==> src/rtl/redmule_mx_decoder.sv <==
// MX FIFO consumer: E4M3 beats with one E8M0 block scale -> FP16 lanes, 2-stage valid/ready pipe.
// Optional sticky {nan, overflow, underflow} flags are built only with REDMULE_MX_DEC_FLAGS_EN defined.
module redmule_mx_decoder #(
    parameter int unsigned NUM_ELEMS   = 12,
    parameter int unsigned BLOCK_BEATS = 4
) (
    input  logic                    clk_i,
    input  logic                    rst_ni,
    input  logic                    clear_i,
    input  logic                    scale_valid_i,
    output logic                    scale_ready_o,
    input  logic [7:0]              scale_i,
    input  logic                    mx_valid_i,
    output logic                    mx_pop_o,
    input  logic [NUM_ELEMS*8-1:0]  mx_data_i,
    output logic                    valid_o,
    input  logic                    ready_i,
    output logic [NUM_ELEMS*16-1:0] data_o,
    output logic [2:0]              flags_o
);

    localparam int unsigned CNT_W = (BLOCK_BEATS > 1) ? $clog2(BLOCK_BEATS) : 1;
    localparam logic [CNT_W-1:0] LAST_BEAT = CNT_W'(BLOCK_BEATS - 1);

    typedef enum logic {WAIT_SCALE = 1'b0, STREAM = 1'b1} state_e;

    function automatic logic elem_is_nan(input logic [7:0] x, input logic [7:0] s);
        return (s == 8'hFF) || (x[6:0] == 7'h7F);
    endfunction

    function automatic logic elem_is_zero(input logic [7:0] x);
        return x[6:0] == 7'h00;
    endfunction

    // Biased FP16 exponent: unbiased E4M3 exponent + (scale - 127) + 15.
    function automatic logic signed [10:0] elem_exp(input logic [7:0] x, input logic [7:0] s);
        logic signed [10:0] e;
        if (x[6:3] != 4'd0) e = signed'({7'd0, x[6:3]}) - 11'sd7;
        else if (x[2])      e = -11'sd7;
        else if (x[1])      e = -11'sd8;
        else                e = -11'sd9;
        return e + signed'({3'd0, s}) - 11'sd112;
    endfunction

    function automatic logic [2:0] elem_frac(input logic [7:0] x);
        if (x[6:3] != 4'd0) return x[2:0];
        else if (x[2])      return {x[1:0], 1'b0};
        else if (x[1])      return {x[0], 2'b00};
        else                return 3'b000;
    endfunction

    function automatic logic [15:0] conv_elem(input logic [7:0] x, input logic [7:0] s);
        logic signed [10:0] t;
        t = elem_exp(x, s);
        if (elem_is_nan(x, s))  return 16'h7E00;
        if (elem_is_zero(x))    return {x[7], 15'h0000};
        if (t > 11'sd30)        return {x[7], 15'h7C00};
        if (t < 11'sd1)         return {x[7], 15'h0000};
        return {x[7], t[4:0], elem_frac(x), 7'd0};
    endfunction

    state_e                  state_q;
    logic [CNT_W-1:0]        beat_cnt_q;
    logic [7:0]              scale_q;
    logic                    s1_valid_q, s2_valid_q;
    logic [NUM_ELEMS*8-1:0]  s1_data_q;
    logic [7:0]              s1_scale_q;
    logic [NUM_ELEMS*16-1:0] s2_data_q;
    logic [NUM_ELEMS*16-1:0] conv_data;
    logic                    s1_ready, s2_ready;

    assign s2_ready      = !s2_valid_q || ready_i;
    assign s1_ready      = !s1_valid_q || s2_ready;
    assign scale_ready_o = (state_q == WAIT_SCALE) && !clear_i;
    assign mx_pop_o      = (state_q == STREAM) && mx_valid_i && s1_ready && !clear_i;
    assign valid_o       = s2_valid_q;
    assign data_o        = s2_data_q;

    // NOTE: combinational blocks take a full default first so no path can infer a latch.
    always_comb begin
        conv_data = '0;
        for (int i = 0; i < NUM_ELEMS; i++) begin
            conv_data[16*i +: 16] = conv_elem(s1_data_q[8*i +: 8], s1_scale_q);
        end
    end

    always_ff @(posedge clk_i or negedge rst_ni) begin
        if (!rst_ni) begin
            state_q    <= WAIT_SCALE;
            beat_cnt_q <= '0;
            scale_q    <= '0;
        end else if (clear_i) begin
            state_q    <= WAIT_SCALE;
            beat_cnt_q <= '0;
        end else begin
            case (state_q)
                WAIT_SCALE: begin
                    if (scale_valid_i) begin
                        scale_q    <= scale_i;
                        beat_cnt_q <= '0;
                        state_q    <= STREAM;
                    end
                end
                STREAM: begin
                    if (mx_pop_o) begin
                        if (beat_cnt_q == LAST_BEAT) begin
                            beat_cnt_q <= '0;
                            state_q    <= WAIT_SCALE;
                        end else begin
                            beat_cnt_q <= beat_cnt_q + CNT_W'(1);
                        end
                    end
                end
                default: state_q <= WAIT_SCALE;
            endcase
        end
    end

    // NOTE: datapath registers are reset as well, because data_o must read zero out of reset.
    always_ff @(posedge clk_i or negedge rst_ni) begin
        if (!rst_ni) begin
            s1_valid_q <= 1'b0;
            s1_data_q  <= '0;
            s1_scale_q <= '0;
            s2_valid_q <= 1'b0;
            s2_data_q  <= '0;
        end else if (clear_i) begin
            s1_valid_q <= 1'b0;
            s2_valid_q <= 1'b0;
        end else begin
            // The scale rides along with its beat so a new block never alters beats in flight.
            if (s1_ready) s1_valid_q <= mx_pop_o;
            if (mx_pop_o) begin
                s1_data_q  <= mx_data_i;
                s1_scale_q <= scale_q;
            end
            if (s2_ready) begin
                s2_valid_q <= s1_valid_q;
                if (s1_valid_q) s2_data_q <= conv_data;
            end
        end
    end

`ifdef REDMULE_MX_DEC_FLAGS_EN
    function automatic logic [2:0] conv_flags(input logic [7:0] x, input logic [7:0] s);
        logic signed [10:0] t;
        logic               nan, live;
        t    = elem_exp(x, s);
        nan  = elem_is_nan(x, s);
        live = !nan && !elem_is_zero(x);
        return {nan, live && (t > 11'sd30), live && (t < 11'sd1)};
    endfunction

    logic [2:0] conv_ev;
    logic [2:0] s2_ev_q;
    logic [2:0] flags_q;

    always_comb begin
        conv_ev = '0;
        for (int i = 0; i < NUM_ELEMS; i++) begin
            conv_ev = conv_ev | conv_flags(s1_data_q[8*i +: 8], s1_scale_q);
        end
    end

    // Events accrue only when a beat actually leaves stage 2.
    always_ff @(posedge clk_i or negedge rst_ni) begin
        if (!rst_ni) begin
            s2_ev_q <= '0;
            flags_q <= '0;
        end else if (clear_i) begin
            s2_ev_q <= '0;
            flags_q <= '0;
        end else begin
            if (s2_ready && s1_valid_q) s2_ev_q <= conv_ev;
            if (s2_valid_q && ready_i)  flags_q <= flags_q | s2_ev_q;
        end
    end

    assign flags_o = flags_q;
`else
    assign flags_o = 3'b000;
`endif

endmodule

==> config.mk <==
export PLATFORM = sky130hd
export DESIGN_NAME = redmule_mx_decoder
export DESIGN_NICKNAME = d
export VERILOG_FILES = /design/src/rtl/redmule_mx_decoder.sv
export SDC_FILE = /design/constraint.sdc
export NUM_CORES = 1
export LEC_CHECK = 0
export CAP_MARGIN = 10
export CORE_ASPECT_RATIO = 2
export CORE_MARGIN = 2
export CORE_UTILIZATION = 55
export DETAILED_ROUTE_END_ITERATION = 10
export PLACE_DENSITY = 0.93
export SLEW_MARGIN = 20
export SYNTH_ARGS = -nofsm -noshare
export SYNTH_HDL_FRONTEND = slang
export SYNTH_SLANG_ARGS = --single-unit
==> constraint.sdc <==
create_clock -name clk_i -period 4.08 [get_ports clk_i]
set_input_delay 0.612 -clock clk_i [delete_from_list [all_inputs] [get_ports clk_i]]
set_output_delay 0.612 -clock clk_i [all_outputs]
set_load 0.02 [all_outputs]
**Yosys cells after proc, flatten, opt, wreduce, memory -nomap -nowiden**

Cells that the tools add are included.

- $add $sub $neg: 37
- Magnitude comparators: 24
- Equal/unequal tests: 16
- Multiplexer cells: 302
- Bitwise operators: 2
- Reductions and logical operators: 51

Operator list:

| kind | number |
|---|---|
| 16-bit 2-to-1 mux | 96 |
| 11-bit 2-to-1 mux | 13 |
| 11-bit by 9-bit adder with 11-bit output | 12 |
| 11-bit by 6-bit greater-than comparator with 1-bit output (second input constant) | 12 |
| 11-bit by 2-bit < comparator with 1-bit output (second input constant) | 12 |
| 11-bit by 8-bit subtractor with 11-bit output (second input constant) | 12 |
| 1-bit 2-to-1 mux | 128 |
| 3-bit 2-to-1 mux | 36 |
| 4-bit 2-to-1 mux | 23 |
| 7-bit == test (second input constant) | 12 |
| 7-bit logical NOT | 12 |
| 4-bit by 3-bit subtractor with 5-bit output (second input constant) | 12 |
| 4-bit nonzero test | 12 |
| 1-bit logical OR | 14 |
| 8-bit == test (second input constant) | 1 |
| 2-bit 2-to-1 mux | 4 |
| 3-bit != test (second input constant) | 2 |
| 3-bit AND reduction | 2 |
| 1-bit logical AND | 4 |
| 2-bit one-hot mux with 2 select lines | 1 |
| 2-bit AND reduction | 2 |
| 2-bit nonzero test | 2 |
| 1-bit logical NOT | 3 |
| 2-bit by 1-bit adder with 2-bit output (second input constant) | 1 |
| 3 further kinds | 4 |

- Flip-flop bits (word level): 309
- Input bits: 110
- Output and inout port bits: 198
- Logic and storage cells: 440

**Longest topological paths before layout**

Gate-level depths: netlist (run 1).

- Depth after elaboration: 16
- Gate-level depth with buffers: 16
- Gate-level depth less buffers: 15

**Worst setup path before layout (run 1)**

Ideal clock, no wire load.

- Path type: reg2reg
- Start point: register s1_data_q[35]
- End point: register s2_data_q[71] (netlist: data_o[71])
- Setup time: 0.110 ns
- Arrival time: 3.422 ns
- Data required time: 3.970 ns
- Slack: 0.548 ns
- Cell stages (with the launch flop): 15
- Path buffers: 0
- Period minus slack after synthesis: 3.532 ns
- Path through: dfrtp_1 > inv_1 > ha_1 > nand2_1 > mux2_2 > ha_1 > ha_1 > inv_1 > fa_1 > nor2b_1 > o221ai_1 > mux2i_1 > a211oi_1 > or3_4 > o41ai_1

- Longest elaborated chain between the ends: 13
- Elaborated cells between the ends (all ways): 28
- Classes of those cells: 3 x add/sub; 2 x order compare; 1 x eq/ne; 19 x mux; 3 x reduce/logical

RTL lines:

| element | RTL line | RTL |
|---|---|---|
| start, declared | 66 | `logic [NUM_ELEMS*8-1:0] s1_data_q;` |
| start signal, assigned | 134 | `s1_data_q <= mx_data_i;` |
| 4-bit by 3-bit subtractor with 5-bit output or 4-bit nonzero test (tied branches) | 38, 46 |  |
| 11-bit 2-to-1 mux | 38 | `if (x[6:3] != 4'd0) e = signed'({7'd0, x[6:3]}) - 11'sd7;` |
| 11-bit by 9-bit adder with 11-bit output | 42 | `return e + signed'({3'd0, s}) - 11'sd112;` |
| 11-bit by 8-bit subtractor with 11-bit output | 42 |  |
| 11-bit by 2-bit < comparator with 1-bit output | 58 | `if (t < 11'sd1) return {x[7], 15'h0000};` |
| 1-bit 2-to-1 mux (2 in a row) | 58 |  |
| 1-bit 2-to-1 mux | 57 | `if (t > 11'sd30) return {x[7], 15'h7C00};` |
| 1-bit 2-to-1 mux | 56 | `if (elem_is_zero(x)) return {x[7], 15'h0000};` |
| 16-bit 2-to-1 mux | 59 | `return {x[7], t[4:0], elem_frac(x), 7'd0};` |
| 16-bit 2-to-1 mux | 58 |  |
| 16-bit 2-to-1 mux | 57 |  |
| 16-bit 2-to-1 mux (*) | 56 |  |
| end signal, assigned | 139 | `if (s1_valid_q) s2_data_q <= conv_data;` |
| end, declared | 68 | `logic [NUM_ELEMS*16-1:0] s2_data_q;` |

Mark *: on every way between the ends. The rest lies on a longest branch, timed or not. The select of a mux whose other input is x is not followed.
A chain may end at the register's enable or synchronous reset.

**Final worst setup path (run 1)**

- Start point: register s1_data_q[75]
- End point: register s2_data_q[153] (netlist: data_o[153])

Same word-level chain as after synthesis.

==> run_results.csv, run 1 <==
group,metric,value,unit
floorplan,die_width,134,µm
synth,netlist_area,0.0187,mm²
cts,cts_tree,"yes",
cts,cts_buffers,22,
cts,root_buffer,"clkbuf_16",
cts,htreeDepth,1,
power_and_ir_drop,power_per_cell_area,765,mW/mm²
grt,grt_pass1_vias,17900,
synth,synth_edf_count,0,
worst_setup_path,rrSetupSlack,0.20,ns
cts,clk_latency,0.55,ns
cells_and_area,final_nets,2655,
timing,hold_viol,0,
route,drt-pass1-iter-count,6,
grt,grt_pass1_wl,86400,µm
grt,antenna_found_initial,2,
cts,clock-sinks,225,
synth,synthArstFlopShare,1.00,
synth,avgSynthCellArea,9.00,µm²
place,dp_slack,0.152,ns
worst_setup_path,r2r_cells,13,
worst_setup_path,worstPathRequired,4.47,ns
synth,synthDistinctLibCells,95,
cells_and_area,drive_gt1_frac,0.0884,
floorplan,dieArea,0.0356,mm²
worst_setup_path,path_max_fanout,9,
power_and_ir_drop,peakVddDrop,440,µV
place,post-dp-hpwl,40700,µm
synth,seq_area_frac_synth,0.301,
cells_and_area,area_growth,18.0,%
cts,clk_pin_slew_worst_paths,0.07,ns
synth,ys.flop_type,"dfrtp_1",
worst_hold_path,min_path_type,"input pin to asynchronous set/reset pin",
timing,fmax,0.258,GHz
worst_setup_path,crit_start,"s1_data_q[75]",
synth,yosysMostFrequentCell,"dfrtp_1",
route,vias,17200,
synth,yosys-top-cells-area,"dfrtp_1 30%, ha_1 15%, mux2_2 5.3%",
power_and_ir_drop,leakage,9.65,nW
floorplan,rows,95,
timing,fin_ws,0.204,ns
cells_and_area,stdcell_area,0.0221,mm²
cts,cts_hold_buf,0,
timing,tightest_slew,0.872,ns
worst_setup_path,startpoint_type,"register",
timing,fin_crit,3.88,ns
timing,setup_violations,0,
place,placed_area,0.0212,mm²
route,drc,0,
grt,grt_max_degree,138,
route,wirelength,53800,µm
synth,ys_ff_latch,225,
synth,yosysTopAreaCell,"dfrtp_1",
route,drtAntennaViolNets,0,
floorplan,die_h,265,µm
floorplan,io_pins,308,
cts,clk_path_buf_depth,3,
worst_setup_path,worstSetupEndpointType,"register",
run,maxCapViolCount,0,
timing,tns,0,ns
synth,yosys-top-cells-count,"225 x dfrtp_1, 217 x ha_1, 172 x nand2_1",
floorplan,start_util,0.558,
synth,synth_top_area_frac,0.301,
worst_setup_path,worstSetupPathType,"register to register",
synth,syn-instance-count,2076,
route,first_iter_violations,928,
worst_setup_path,reg2reg_to,"data_o[153]",
timing,max_slew_margin,0.417,
worst_setup_path,regToRegStartpoint,"s1_data_q[75]",
floorplan,core_area,0.0335,mm²
timing,drv_slew,0,
status,status,"completed",
route,drt-vias-per-instance,6.26,
timing,finalClockSkew,0.0193,ns
grt,grt-ovfl-total,0,
timing,fin_crit_sh,0.950,
timing,rsz0062_at_grt,"no",
worst_setup_path,arrival,4.27,ns
place,gp_congestion,0.942,
route,avgRoutedWirePerCell,19.5,µm
synth,yosys_warnings,0,
place,port_buffers,220,
grt,grt_usage,0.298,
what timing repair did:
| item | CTS | global route |
|---|---|---|
| buffers inserted | 0 | 3 |
| endpoints found under the hold margin | 0 | 0 |
| resized for setup | 0 | 10 |
| setup endpoints to repair | 0 | 21 |
worst max-delay path, stage by stage (launching register included):
cell       delay (ns)
dfrtp_1          0.43
inv_1            0.08
ha_1             0.20
nand2_1          0.24
nor2_1           0.11
a21oi_1          0.14
ha_1             0.26
ha_1             0.32
a211oi_1         0.47
o21ai_1          0.22
o311ai_1         0.59
a21oi_1          0.37
o2111ai_1        0.22
o31ai_1          0.09
cell usage in the layout (no fill, tap or decap), types with 13 or more instances in the layout:
cell,netlist,final
nand2_1,172,170
o21a_1,43,43
inv_1,148,148
clkbuf_16,0,23
a31oi_1,24,24
o21ai_0,128,128
mux2_2,88,88
nand3_1,53,53
o31ai_1,14,14
xor2_1,17,17
clkdlybuf4s50_1,0,219
ha_1,217,217
nor4b_1,13,13
nand4_1,30,30
nor2b_1,38,38
conb_1,1,87
a211oi_1,22,22
nor2_1,145,143
nor3_1,44,43
fa_1,24,24
nand2b_1,16,16
dfrtp_1,225,225
nor4_1,16,16
a21oi_1,119,119
xnor2_1,35,34
o41ai_1,22,20
a21o_1,21,21
buf_4,87,29
nor3b_1,19,19
worst max-delay path by stage:
stage               slack [ns]     endpoint  cells past startpoint
floorplan                 0.55   data_o[71]                     14
global placement          0.36   data_o[72]                     14
detailed placement        0.15  data_o[184]                     15
CTS                       0.16  data_o[184]                     15
global route              0.02  data_o[184]                     15
finish                    0.20  data_o[153]                     13
cell families (layout without fill, tap and decap cells):
group | count (synthesis) | count (layout) | share of synthesized area
AOI/OAI and AO/OA | 543 | 543 | 0.197
xor gates and xnor gates | 52 | 52 | 0.0244
adders and majority gates | 241 | 241 | 0.171
buffers and inverters | 284 | 440 | 0.0754
DFF | 225 | 225 | 0.301
muxes | 97 | 97 | 0.0578
other | 1 | 89 | 0.000201
and+or+nand+nor | 633 | 633 | 0.173
per-stage QoR:
step                hold slack [ns]  total power, mW   util  instances
finish                       0.0185             16.9  0.658       2756
global route                 0.0639             18.1  0.658       2755
CTS                          0.0315             16.6  0.655       2751
detailed placement            0.465             14.3  0.633       2713
global placement              0.463             13.8  0.633       2713
floorplan                     0.316             11.1      -       2162
metal layers:
metal  part of all wire  vias to the layer above  global-route usage
li1                   -                     7856                   -
met3              0.064                      240              0.0470
met2               0.54                      794               0.565
met5            0.00030                        -                   0
met1               0.33                     8357               0.293
met4              0.064                        2               0.190
state kept, by name, indices dropped and copies added (netlist names):
name        count
data_o        108
s1_data_q      96
state_q         1
s1_valid_q      1
beat_cnt_q      2
s1_scale_q      8
valid_o         1
scale_q         8
area by class of cell:
type / count / area [µm²]
timing repair buffer: 253 / 2500
fill: 2579 / 11500
sequential: 225 / 5630
tap: 436 / 546
clock inverter: 7 / 100
antenna: 2 / 5.00
clock buffer: 31 / 666
inverter: 149 / 559
multi-input combinational: 1653 / 12000
report_power, final:
| part | leakage (nW) | switching, mW | total (mW) | internal [mW] |
|---|---|---|---|---|
| sequential | 2.75 | 0.665 | 3.52 | 2.85 |
| clock | 0.372 | 0.920 | 2.19 | 1.27 |
| combinational | 6.53 | 6.43 | 11.2 | 4.74 |
No activity file was read; power rests on OpenSTA's default activity.
==> inputs of run 2 (changes only) <==
- ABC_CLOCK_PERIOD_IN_PS: not set -> 4080
- CAP_MARGIN: 10 -> 40
- TNS_END_PERCENT: not set -> 20
==> run 2 against run 1 <==
Net effect: combinational power hardly changed; cell area barely moved; register-to-register slack worse by 0.04 ns; sequential share of layout area is essentially flat; hold slack about the same; global-route usage unchanged; power about the same; first-iteration DRC count rose by 5.8%; via count up 0.34%; count of clock-buffer cells in the layout stayed put; critical path type unchanged.
==> run_results.csv, run 2 (synthesis gave the netlist of run 1 again) <==
group,metric,value,unit
power_and_ir_drop,leakage,9.64,nW
floorplan,io_pins,308,
grt,antenna_found_initial,2,
timing,drv_slew,0,
cells_and_area,area_growth,17.9,%
route,vias,17300,
worst_setup_path,regToRegStartpoint,"s1_data_q[75]",
route,drt-pass1-iter-count,5,
cells_and_area,largest_register_ffs,108,
timing,fin_crit,3.91,ns
place,gp_congestion,0.942,
cells_and_area,final_cell_mix,"225 x dfrtp_1, 219 x clkdlybuf4s50_1, 217 x ha_1",
route,drtAntennaViolNets,0,
worst_setup_path,arrival,4.31,ns
floorplan,die_width,134,µm
timing,tightest_slew,0.875,ns
route,drc,0,
cells_and_area,post-route-util,0.657,
timing,setup_violations,0,
cts,postCtsSetupBuffers,0,
floorplan,start_util,0.558,
route,first_iter_violations,982,
cells_and_area,stdcell_count,2752,
cts,htreeDepth,1,
power_and_ir_drop,peakVddDrop,439,µV
timing,hold_viol,0,
worst_setup_path,path_max_fanout,9,
grt,grt_pass1_vias,17900,
cts,clock-sinks,225,
worst_setup_path,worstPathRequired,4.47,ns
cells_and_area,drive_gt1_frac,0.0881,
grt,grt_max_degree,138,
cts,clk_pin_slew_worst_paths,0.07,ns
grt,top_usage_layer,"met2",
floorplan,die_h,265,µm
power_and_ir_drop,total_power,16.9,mW
worst_setup_path,worstSetupEndpointType,"register",
grt,grt_util_met2,0.565,
grt,grt_usage,0.298,
place,post-dp-hpwl,40700,µm
cells_and_area,final_common_cell,"dfrtp_1",
power_and_ir_drop,power_per_cell_area,766,mW/mm²
cts,cts_buffers,22,
cells_and_area,final_nets,2652,
grt,grt_pass1_wl,86400,µm
timing,fmax,0.255,GHz
worst_setup_path,crit_start,"s1_data_q[75]",
place,dp_cells,2713,
route,wirelength,54000,µm
worst_setup_path,reg2reg_to,"data_o[153]",
worst_setup_path,r2r_cells,13,
status,status,"completed",
route,drt-vias-per-instance,6.29,
timing,finalClockSkew,0.0163,ns
cells_and_area,register_area,0.00563,mm²
cts,clk_path_buf_depth,3,
cts,root_buffer,"clkbuf_16",
floorplan,rows,95,
place,port_buffers,220,
cts,clk_latency,0.55,ns
timing,whs,0.0187,ns
timing,fin_crit_sh,0.959,
place,placed_area,0.0212,mm²
floorplan,core_area,0.0335,mm²
grt,grt_use_met1,0.293,
cells_and_area,stdcell_area,0.0220,mm²
worst_setup_path,worstSetupPathType,"register to register",
timing,rsz0062_at_grt,"yes",
worst_setup_path,rrSetupSlack,0.17,ns
route,avgRoutedWirePerCell,19.6,µm
worst_setup_path,startpoint_type,"register",
cts,cts_tree,"yes",
cells_and_area,multi_input_area,0.0121,mm²
grt,grt-ovfl-total,0,
worst_hold_path,min_path_type,"input pin to asynchronous set/reset pin",
timing,max_slew_margin,0.414,
floorplan,dieArea,0.0356,mm²
run,maxCapViolCount,0,
grt,use_met3,0.0470,
cells_and_area,fillCellCount,2578,
-- run 2: cell types whose count changed in the layout (fill, tap and decap cells not counted) --
| cell | change |
|---|---|
| diode_2 | -1 |
| nor2b_2 | +1 |
| buf_4 | -3 |
| o21ai_2 | +1 |
| nor2b_1 | -1 |
| o21ai_1 | -1 |
-- run 2: area by class of cell --
cell class / count / share of cell area
Sequential cell: 225 / 0.255
Inverter: 149 / 0.0254
Clock inverter: 7 / 0.00454
Antenna cell: 1 / 0.000114
Clock buffer: 31 / 0.0302
Timing Repair Buffer: 250 / 0.113
Tap cell: 436 / 0.0248
Multi-Input combinational cell: 1653 / 0.547
-- run 2: per-layer routing --
| metal | vias up | wire (µm) |
|---|---|---|
| met5 | - | 16 |
| met4 | 2 | 3650 |
| met3 | 237 | 3360 |
| met2 | 783 | 28900 |
| met1 | 8441 | 18000 |
| li1 | 7844 | - |
-- run 2: critical path, cell delays in order, from the launching register on --
cell	delay (ns)
dfrtp_1	0.43
inv_1	0.08
ha_1	0.20
nand2_1	0.23
nor2_1	0.10
a21oi_1	0.13
ha_1	0.26
ha_1	0.32
a211oi_1	0.48
o21ai_1	0.22
o311ai_1	0.60
a21oi_1	0.38
o2111ai_1	0.23
o31ai_1	0.09
-- run 2: worst max-delay path by stage --
stage	to	cells past startpoint	slack [ns]
floorplan	data_o[71]	14	0.55
global route	data_o[45]	15	-0.02
detailed placement	data_o[184]	15	0.15
global placement	data_o[72]	14	0.36
finish	data_o[153]	13	0.17
CTS	data_o[184]	15	0.16
-- run 2: through the flow --
stage,setup TNS [ns],setup slack [ns]
floorplan,0,0.548
global placement,0,0.359
detailed placement,0,0.152
CTS,0,0.159
global route,-0.0178,-0.0178
finish,0,0.166
-- run 2: power by group --
group          leakage (nW)  total [mW]  switching, mW  internal [mW]
logic                  6.52        11.2           6.44           4.73
clock network         0.372        2.19          0.923           1.27
registers              2.75        3.52          0.667           2.85
-- run 2: repair_timing --
item / in CTS / in global routing
hold endpoints to repair: 0 / 0
setup endpoints to repair: 0 / 21
resized for setup: 0 / 12
hold buffers: 0 / 0
==> inputs of run 3 (changes only) <==
- CORE_UTILIZATION: 55 -> 56
- CTS_BUF_LIST: not set -> sky130_fd_sc_hd__clkbuf_8
- PLACE_DENSITY: 0.93 -> 0.94
==> run 3 against run 2 <==
Net effect: utilization is 1.1 points higher; combinational power barely moved; non-clock buffer count is 1 lower; critical endpoint is now data_o[28]; global-route usage increased by 0.76 points; critical path type unchanged.
==> run_results.csv, run 3 (synthesis gave the netlist of run 1 again) <==
group,metric,value,unit
status,status,"completed",
timing,finalClockSkew,0.0588,ns
run,maxCapViolCount,0,
floorplan,io_pins,308,
cts,cts_buffers,35,
power_and_ir_drop,peakVddDrop,479,µV
route,wl_met2,29200,µm
cts,clk_path_buf_depth,3,
power_and_ir_drop,total_power,16.8,mW
worst_hold_path,min_path_type,"input pin to asynchronous set/reset pin",
cts,htreeDepth,2,
place,dp_cells,2707,
place,post-dp-hpwl,41000,µm
worst_setup_path,path_max_fanout,6,
floorplan,die_width,133,µm
floorplan,start_util,0.568,
place,gp_congestion,0.943,
grt,grt-ovfl-total,0,
route,drt-pass1-iter-count,6,
grt,grt_usage,0.305,
floorplan,dieArea,0.0349,mm²
timing,rsz0062_at_grt,"yes",
worst_setup_path,critPathSlowestCell,"a311oi_1",
worst_setup_path,arrival,4.42,ns
worst_setup_path,worstPathRequired,4.58,ns
route,met1Wirelength,18000,µm
timing,hold_viol,0,
route,drtAntennaViolNets,0,
cts,root_buffer,"clkbuf_8",
timing,setup_violations,0,
grt,grt_max_degree,138,
timing,fin_crit,3.92,ns
cells_and_area,area_growth,17.8,%
cells_and_area,drive_gt1_frac,0.0941,
worst_setup_path,startpoint_type,"register",
grt,grt_pass1_wl,87100,µm
timing,fin_ws,0.156,ns
worst_setup_path,cp_cell_sequence,"inv_1, ha_1, and2_0, nand2_1, nand2_1, ha_1, ha_1, inv_1, fa_1, nor2b_1, o21a_1, nor4_1, a311oi_1, nand2_1, a41oi_1",
route,routed-wl-met3,2880,µm
cells_and_area,stdcell_count,2770,
cells_and_area,final_nets,2664,
cells_and_area,final_cell_mix,"225 x dfrtp_1, 219 x clkdlybuf4s50_1, 217 x ha_1",
cts,clk_pin_slew_worst_paths,0.07,ns
route,vias,17300,
cells_and_area,post-route-util,0.668,
route,first_iter_violations,1009,
timing,max_slew_margin,0.443,
worst_setup_path,worstSetupEndpointType,"register",
cells_and_area,fillCellCount,2513,
cells_and_area,final_common_cell,"dfrtp_1",
cells_and_area,stdcell_area,0.0220,mm²
worst_setup_path,cp_num_buf_inv,2,
floorplan,core_area,0.0329,mm²
floorplan,die_h,262,µm
route,top_layer_used,"met4",
cts,clk_latency,0.60,ns
cells_and_area,largest_register_ffs,108,
place,port_buffers,220,
worst_setup_path,crit_path_max_incr_delay,0.65,ns
floorplan,rows,94,
timing,whs,0.0469,ns
grt,antenna_found_initial,1,
cts,clock-sinks,225,
route,avgRoutedWirePerCell,19.6,µm
place,dp_slack,0.119,ns
timing,tns,0,ns
timing,tightest_slew,0.835,ns
timing,drv_slew,0,
timing,fmax,0.255,GHz
route,drt-vias-per-instance,6.23,
route,drc,0,
place,placed_area,0.0212,mm²
worst_setup_path,critPathTopFamily,"compound AO/OA/AOI/OAI gates",
power_and_ir_drop,leakage,9.67,nW
timing,fin_crit_sh,0.962,
worst_setup_path,worstSetupPathType,"register to register",
cts,cts_tree,"yes",
power_and_ir_drop,power_per_cell_area,763,mW/mm²
grt,grt_pass1_vias,17800,
route,wirelength,54300,µm
-- run 3: cell count changes in the layout (fill, tap and decap cells not counted), moves of 2 or more --
| cell | before | now |
|---|---|---|
| buf_4 | 26 | 23 |
| clkbuf_1 | 2 | 0 |
| clkbuf_16 | 23 | 0 |
| clkbuf_8 | 6 | 43 |
| clkinv_2 | 1 | 4 |
| inv_1 | 148 | 156 |
-- run 3: final cells by class --
| class | count | area (µm²) | area share |
|---|---|---|---|
| antenna | 1 | 2.50 | 0.000114 |
| clock inverter | 18 | 164 | 0.00745 |
| tap | 432 | 541 | 0.0246 |
| timing repair buffer | 249 | 2490 | 0.113 |
| clock buffer | 43 | 592 | 0.0269 |
| sequential | 225 | 5630 | 0.256 |
| multi-input combinational | 1653 | 12000 | 0.547 |
| inverter | 149 | 559 | 0.0254 |
-- run 3: power breakdown --
group / switching [mW] / internal (mW) / total [mW]
Clock: 0.971 / 1.15 / 2.12
Sequential: 0.706 / 2.85 / 3.56
Combinational: 6.37 / 4.74 / 11.1
-- run 3: repair_timing --
item,in CTS,in global routing
hold buffers,0,0
endpoints found under the hold margin,0,0
resized for setup,0,11
setup endpoints to repair,0,37
setup buffers,0,0
-- run 3: routing by layer --
metal / global-route usage / up-vias
met5: 0 / -
met4: 0.215 / 0
met3: 0.0411 / 286
met2: 0.583 / 776
met1: 0.295 / 8294
li1: - / 7900
-- run 3: final timing paths --
| kind | startpoint | to | slack [ns] | depth (start not counted) |
|---|---|---|---|---|
| min | rst_ni | s1_data_q[78] | 0.05 | 1 |
| min in group clk_i | scale_q[7] | s1_scale_q[7] | 0.46 | 2 |
| max reg2reg | s1_data_q[11] | data_o[28] | 0.16 | 15 |
| min reg2reg | scale_q[7] | s1_scale_q[7] | 0.46 | 2 |
| max | s1_data_q[11] | data_o[28] | 0.16 | 15 |
| max in group asynchronous | rst_ni | data_o[107] | 3.03 | 2 |
